--- src/rtl/array_arbiter_pkg.sv ---
// Shared types and helpers for the array arbiter: FSM state encoding, index width, flattened-bus slicing.
// No logic; latency and backpressure are defined by the modules that import this package.
// Default ADDRN/INTN widths live here so every file agrees on them.
`ifndef ARRAY_ARBITER_PKG_SV
`define ARRAY_ARBITER_PKG_SV

`define ARB_SLICE(bus, i, w) bus[(i)*(w) +: (w)]

package array_arbiter_pkg;

  typedef enum logic [1:0] {
    ARB_IDLE  = 2'd0,
    ARB_ISSUE = 2'd1,
    ARB_RESP  = 2'd2
  } arb_state_t;

  localparam int ARB_ADDRN_DEFAULT = 8;
  localparam int ARB_INTN_DEFAULT  = 16;
  localparam int ARB_N_MAX         = 8;

  // Grant-index width; a single requester still needs one bit to hold index 0.
  function automatic int arb_idx_w(input int n);
    return (n > 1) ? $clog2(n) : 1;
  endfunction

endpackage

`endif

--- src/rtl/array_arbiter_pick.sv ---
// Combinational N-bit picker: first set request searching upward from last+1, wrapping N-1 -> 0.
// Zero latency; no flow control, it only chooses among the requests it is shown.
// A base of N-1 makes the search start at index 0, giving plain fixed priority.
module array_arbiter_pick
  import array_arbiter_pkg::*;
#(
  parameter int N  = 2,
  parameter int IW = arb_idx_w(N)
) (
  input  logic [N-1:0]  req,
  input  logic [IW-1:0] last,
  output logic          found,
  output logic [IW-1:0] idx
);

  logic [IW-1:0] cand;

  always_comb begin
    found = 1'b0;
    idx   = '0;
    cand  = last;
    for (int k = 0; k < N; k++) begin
      cand = (cand == IW'(N - 1)) ? '0 : cand + IW'(1);
      if (!found && req[cand]) begin
        found = 1'b1;
        idx   = cand;
      end
    end
  end

endmodule

--- src/rtl/array_arbiter.sv ---
// Shares one single-port array among N requesters; one outstanding op; ARRAY_ARBITER_FIXED_PRIORITY_EN selects fixed priority.
// Latency: grant 1 cycle after request, accept in ISSUE, read data 2 cycles after accept (write 2, read 3 cycles/op).
// Backpressure: grant held while arr_ready is low; a granted requester dropping req_valid aborts the op.
module array_arbiter
  import array_arbiter_pkg::*;
#(
  parameter int N     = 2,
  parameter int ADDRN = ARB_ADDRN_DEFAULT,
  parameter int INTN  = ARB_INTN_DEFAULT
) (
  input  logic               clk,
  input  logic               rst,
  input  logic [N-1:0]       req_valid,
  input  logic [N-1:0]       req_we,
  input  logic [N*ADDRN-1:0] req_addr,
  input  logic [N*INTN-1:0]  req_di,
  output logic [N-1:0]       req_ready,
  output logic [INTN-1:0]    req_do,
  output logic [N-1:0]       req_do_valid,
  output logic [ADDRN-1:0]   arr_addr,
  output logic               arr_we,
  output logic [INTN-1:0]    arr_di,
  output logic               arr_valid,
  input  logic               arr_ready,
  input  logic [INTN-1:0]    arr_do
);

  localparam int IW = arb_idx_w(N);

  if (N < 1 || N > ARB_N_MAX) begin : g_bad_n
    $error("array_arbiter: N must be in 1..8");
  end

  arb_state_t    state;
  arb_state_t    state_nxt;
  logic [IW-1:0] grant;
  logic [IW-1:0] pick_base;
  logic [IW-1:0] pick_idx;
  logic          pick_found;
  logic          accept;

`ifdef ARRAY_ARBITER_FIXED_PRIORITY_EN
  assign pick_base = IW'(N - 1);
`else
  logic [IW-1:0] last;

  always_ff @(posedge clk) begin
    if (rst) begin
      last <= IW'(N - 1);
    end else if (accept) begin
      last <= grant;
    end
  end

  assign pick_base = last;
`endif

  array_arbiter_pick #(
    .N  (N),
    .IW (IW)
  ) u_pick (
    .req   (req_valid),
    .last  (pick_base),
    .found (pick_found),
    .idx   (pick_idx)
  );

  always_ff @(posedge clk) begin
    if (rst) begin
      state <= ARB_IDLE;
    end else begin
      state <= state_nxt;
    end
  end

  always_comb begin
    state_nxt = state;
    arr_valid = 1'b0;
    arr_we    = 1'b0;
    arr_addr  = '0;
    arr_di    = '0;
    req_ready = '0;
    accept    = 1'b0;
    case (state)
      ARB_IDLE: begin
        if (pick_found) begin
          state_nxt = ARB_ISSUE;
        end
      end
      ARB_ISSUE: begin
        // Owner withdrew its request: nothing reaches the array, re-arbitrate.
        if (!req_valid[grant]) begin
          state_nxt = ARB_IDLE;
        end else begin
          arr_valid = 1'b1;
          arr_we    = req_we[grant];
          arr_addr  = `ARB_SLICE(req_addr, grant, ADDRN);
          arr_di    = `ARB_SLICE(req_di, grant, INTN);
          if (arr_ready) begin
            accept           = 1'b1;
            req_ready[grant] = 1'b1;
            state_nxt        = req_we[grant] ? ARB_IDLE : ARB_RESP;
          end
        end
      end
      ARB_RESP: begin
        state_nxt = ARB_IDLE;
      end
      default: begin
        state_nxt = ARB_IDLE;
      end
    endcase
  end

  // Grant only moves in IDLE, so it still names the owner while the read data returns.
  always_ff @(posedge clk) begin
    if (rst) begin
      grant        <= '0;
      req_do       <= '0;
      req_do_valid <= '0;
    end else begin
      req_do_valid <= '0;
      if (state == ARB_IDLE && pick_found) begin
        grant <= pick_idx;
      end
      if (state == ARB_RESP) begin
        req_do              <= arr_do;
        req_do_valid[grant] <= 1'b1;
      end
    end
  end

endmodule

--- config.mk ---
export PLATFORM = sky130hd
export DESIGN_NAME = array_arbiter
export DESIGN_NICKNAME = d
export VERILOG_FILES = /design/src/rtl/array_arbiter_pkg.sv /design/src/rtl/array_arbiter_pick.sv /design/src/rtl/array_arbiter.sv
export SDC_FILE = /design/constraint.sdc
export NUM_CORES = 1
export LEC_CHECK = 0
export ABC_AREA = 1
export CORE_UTILIZATION = 31
export CTS_CLUSTER_DIAMETER = 200
export DETAILED_ROUTE_END_ITERATION = 6
export HOLD_SLACK_MARGIN = 0.1
export MAX_ROUTING_LAYER = met4
export PLACE_DENSITY = 0.81
export SYNTH_ARGS = -nofsm -noshare
export SYNTH_HDL_FRONTEND = slang
export SYNTH_HIERARCHICAL = 1
export SYNTH_SLANG_ARGS = --single-unit
--- constraint.sdc ---
create_clock -name clk -period 1.44 [get_ports clk]
set_input_delay 0.216 -clock clk [delete_from_list [all_inputs] [get_ports clk]]
set_output_delay 0.216 -clock clk [all_outputs]
set_load 0.02 [all_outputs]
Word level (Yosys, flattened, before mapping)
Cells that the tools add are included.

word-level totals
  register bits = 22
  bits of input ports = 71
  output and inout bits = 46
  word-level logic and storage cells = 60

cells by class
  add/sub/neg operators = 2
  $lt $le $gt $ge = 4
  equal/unequal tests = 4
  shift-type cells = 2
  multiplexer cells = 35
  bitwise logic cells = 1
  reduce and logical (&&, ||, !) cells = 7

operator list
  cell                                                                   count
  16-bit two-way mux                                                     2
  32-bit by 6-bit indexed part select with 16-bit output                 1
  1-bit two-way mux                                                      22
  8-bit two-way mux                                                      2
  16-bit by 5-bit indexed part select with 8-bit output                  1
  2-bit two-way mux                                                      7
  1-bit by 2-bit < comparator with 1-bit output, second input constant   3
  2-bit case mux with 2 select lines                                     1
  1-bit logical AND                                                      3
  3-bit != test, second input constant                                   1
  1-bit adder, second input constant                                     2
  2-bit by 1-bit equality test with 1-bit output, second input constant  1
  2-bit equality test, second input constant                             1
  2-bit zero test                                                        1
  2-bit != test, second input constant                                   1
  2-bit AND reduction                                                    1
  2-bit OR reduction                                                     1
  1-bit demux with 1-bit select                                          1
  1-bit greater-or-equal comparator, second input constant               1
  1-bit zero test                                                        1
  1-bit inverter                                                         1

Depth between registers and ports, before layout
Gate-level depths: netlist of run 1.

  word-level depth = 10
  gate-level depth with buffers = 7
  gate-level depth less buffers = 6

Cells and area by module
The synthesis of run 1 kept the hierarchy.

by module, submodules not included
  module              instances  cells an instance  area each (µm²)  seq. area each (µm²)
  array_arbiter       1          189                1,283.7          440.4
  array_arbiter_pick  1          3                  15.0             0.0

Worst setup path after synthesis of run 1
OpenSTA, ideal clock, no wires.

  kind = reg2out
  start = register grant
  end = output arr_we
  arrival = 1.118 ns
  required time = 1.224 ns
  path slack = 0.106 ns
  cell stages (with the launch flop) = 8
  buffers on the path = 2
  cells stage by stage = dfxtp_1 > buf_6 > inv_6 > nand2_4 > nand2_4 > nand2_4 > buf_6 > nor2_1

between the ends
  word-level cells in the longest chain between the ends = 4
  elaborated cells on any way between the ends = 6
  classes of those cells = 6 x mux

RTL lines
  what                                               line                                      source
  start, declared                                    array_arbiter.sv:36                       logic [IW-1:0] grant;
  start signal, assigned                             array_arbiter.sv:124                      grant <= pick_idx;
  1-bit two-way mux (on tied branches) (2 in a row)  array_arbiter.sv:96, array_arbiter.sv:92
  1-bit two-way mux *                                array_arbiter.sv:92                       if (!req_valid[grant]) begin
  1-bit two-way mux *                                array_arbiter.sv:84                       case (state)
  end, declared                                      array_arbiter.sv:21                       output logic arr_we,

Mark *: on every way between the ends. The rest lies on a longest branch, timed or not. The select of a mux whose other input is x is not followed.

Worst setup path in the final report of run 1
  start = register grant
  end = output arr_di[14]

between the ends
  word-level cells in the longest chain between the ends = 4
  elaborated cells on any way between the ends = 5
  classes of those cells = 1 x shift; 4 x mux

RTL lines
  what                                                                                                            line                 source
  parallel branches: the longest is 2 deep, another holds 32-bit by 6-bit indexed part select with 16-bit output  n/a
  16-bit two-way mux *                                                                                            array_arbiter.sv:92
  16-bit two-way mux *                                                                                            array_arbiter.sv:84
  end, declared                                                                                                   array_arbiter.sv:22  output logic [INTN-1:0] arr_di,

Every way passes the cells marked *. The select of a mux whose other input is x is not followed.

==> flow_summary.ini, run 1 <==
[timing]
fin_skew_ps = 5.99
setup_violations = 28
final.setup.worst_slack_ps = -120
rsz0062_at_grt = yes
tightest_slew_ps = 250
finalCritPeriodShare_pct = 108
holdWs_ps = 462
fmax_mhz = 641
hold_viol_final = 0
drv_slew = 0
min_period_ps = 1560
max_slew_margin_pct = 83.3

[cts]
clkTransAtPathRegs_ps = 80
ctsRootBufferMaster = clkbuf_8
clockBufferDepth = 2
clock_latency_ps = 270
cts_buffers = 3
htreeDepth = 1
clock_sinks = 22
cts_tree = yes

[layout]
num-fill-cells = 327
fin_area_um2 = 2900
layout_commonest_cell = nand2_1
insertedDiodeCount = 0
nNetsFinal = 398
drive_above_1_share_pct = 31.0
area_delta_synth_final_pct = 123
layout_common_cells = nand2_1, clkdlybuf4s50_1, buf_4
utilization_pct = 72.5

[outcome]
status = finished, violations left
failed_checks = setup timing

[pwr]
power.density_nw_per_um2 = 678
fin_total_pwr_mw = 1.96
leakagePower_nw = 1.41
vdd_ir_drop_max_mv = 0.748

[yosys]
ys_ff_latch = 22
netlist_area_um2 = 1300
syn_nets = 263
syn_inst = 192
avgSynthCellArea_um2 = 6.76
ys_types = 20
ys_warn_count = 6
ys_seq_area_share_pct = 33.9

[placement]
dp_hpwl_um = 3410
place_congestion = 0.810
dpl_cell_area_um2 = 2610
port_buffers = 116

[die]
rows = 23
die_y_um = 66.7
die_x_um = 66.7
start_util_pct = 32.5
die_area_um2 = 4450
core_area_um2 = 4000
ios = 117

[detailed_routing]
dr.pass1.iters = 3
postRouteAntennaNets = 0
drcViolationCount = 0
totalWireLength_um = 4840
drtIter0Drc = 48
drt-wirelength-per-cell_um = 12.9
via_per_inst = 4.65
vias = 1748

[worst_setup_path]
crit_required_ps = 1220
critPathKind = flop to primary output
path_cells = clkinv_4, nand2_4, nand2_4, nand2_8, buf_16, a21oi_2, buf_4
critical_path.most_common_cell = nand2_4
critPathTopFamily = buffers and inverters
cp_slowest_cell = dfxtp_4
startpoint_type = flop
arrival_ps = 1340
crit_path_end_kind = primary output
cp_max_fo = 7
crit_buf_inv = 3
max_stage_delay_ps = 370

[global_routing]
grt_util_all_layers_pct = 21.5
grt_pass1_vias = 1624
grt_max_degree = 28
grt_pass1_wl_um = 7130
antenna_found_initial = 0
overflow = 0

[hold_path]
hold_class = flop to flop

[flow_run]
cap_viol_max_count = 0
synthesized netlist by cell type:
master / instances / area (um^2)
nand2_1: 88 / 330
a21oi_1: 23 / 115
dfxtp_1: 22 / 440
a21oi_2: 19 / 166
inv_1: 7 / 26.3
nor2_1: 6 / 22.5
buf_2: 5 / 25.0
buf_6: 4 / 45.0
nand2_4: 4 / 45.0
nor3_1: 3 / 15.0
nand3_1: 2 / 10.0
a211oi_1: 1 / 7.51
buf_1: 1 / 3.75
clkbuf_1: 1 / 3.75
clkinv_2: 1 / 5.00
inv_6: 1 / 8.76
nand2_2: 1 / 6.26
nor2_4: 1 / 11.3
o21ai_0: 1 / 5.00
or2_1: 1 / 6.26
registers in the layout, indices dropped and copies added (netlist names):
signal        flops
last              1
req_do_valid      2
state             2
grant             1
req_do           16
routing by layer:
layer / track usage (%) / part of all wire, % / up-vias
met1: 22.1 / 38 / 791
met3: 5.48 / 7.7 / 9
met2: 39.4 / 52 / 66
met4: 6.91 / 1.9 / 0
met5: - / 0 / -
li1: - / - / 882
where the power goes:
part | switching (mW) | total (mW) | internal (mW) | leakage (nW)
clock network | 0.204 | 0.575 | 0.372 | 0.0357
registers | 0.0117 | 0.634 | 0.623 | 0.179
logic | 0.346 | 0.755 | 0.409 | 1.19
cell type report:
cell class / instances / area (um^2) / share of cell area [%]
clock buffers: 3 / 41.3 / 1.42
clock inverters: 1 / 30.0 / 1.04
inverters: 9 / 42.5 / 1.47
multi-input cells: 150 / 857 / 29.6
flip-flops and latches: 22 / 445 / 15.4
well taps: 50 / 62.6 / 2.16
repair buffers: 141 / 1420 / 49.0
metrics by stage:
stage          TNS, ps  setup WS, ps  std cells
3_3_place_gp    -16510          -638        365
3_5_place_dp    -17060          -655        365
5_1_grt          -4060          -165        376
4_1_cts          -2750          -116        373
6_report         -2700          -120        376
2_1_floorplan        0           106        192
kinds of logic (layout without fill, tap and decap cells):
| logic type | Yosys count | in the layout | synth area share [%] |
|---|---|---|---|
| simple gates | 106 | 106 | 34.4 |
| flops | 22 | 22 | 33.9 |
| compound gates | 44 | 44 | 22.6 |
| buf+inv | 20 | 154 | 9.05 |
worst register-to-register path, stage by stage (launching register included):
cell	delay, ps
dfxtp_4	390
clkinv_4	70
nand2_4	70
nand2_4	70
buf_4	130
buf_4	120
buf_4	120
nand3_1	100
nand2_1	80
nor3_1	150
path summary, 6_finish.rpt:
path / startpoint / endpoint / slack (ps) / cells past startpoint
setup / recovery: grant / arr_di[14] / -120 / 7
hold / removal: req_do[10] / req_do[10] / 460 / 2
setup reg to reg: grant / state[1] / 60 / 9
hold reg to reg: req_do[10] / req_do[10] / 460 / 2
what timing repair did:
action	4_1_cts	5_1_grt
hold buffers	0	0
endpoints found under the setup margin	33	40
pin swaps	2	6
buffers inserted	4	3
gates cloned	1	0
gates resized for setup	175	39
(Power assumes the default switching activity.)
==> inputs of run 2 (changes only) <==
--- a/config.mk
+++ b/config.mk
@@ -6,6 +6,7 @@
 export NUM_CORES = 1
 export LEC_CHECK = 0
 export ABC_AREA = 1
+export ABC_CLOCK_PERIOD_IN_PS = 1440
 export CORE_UTILIZATION = 31
 export CTS_CLUSTER_DIAMETER = 200
 export DETAILED_ROUTE_END_ITERATION = 6
==> results of run 2 <==
Same layout as run 1: the final DEF is identical, and so are final timing and power.
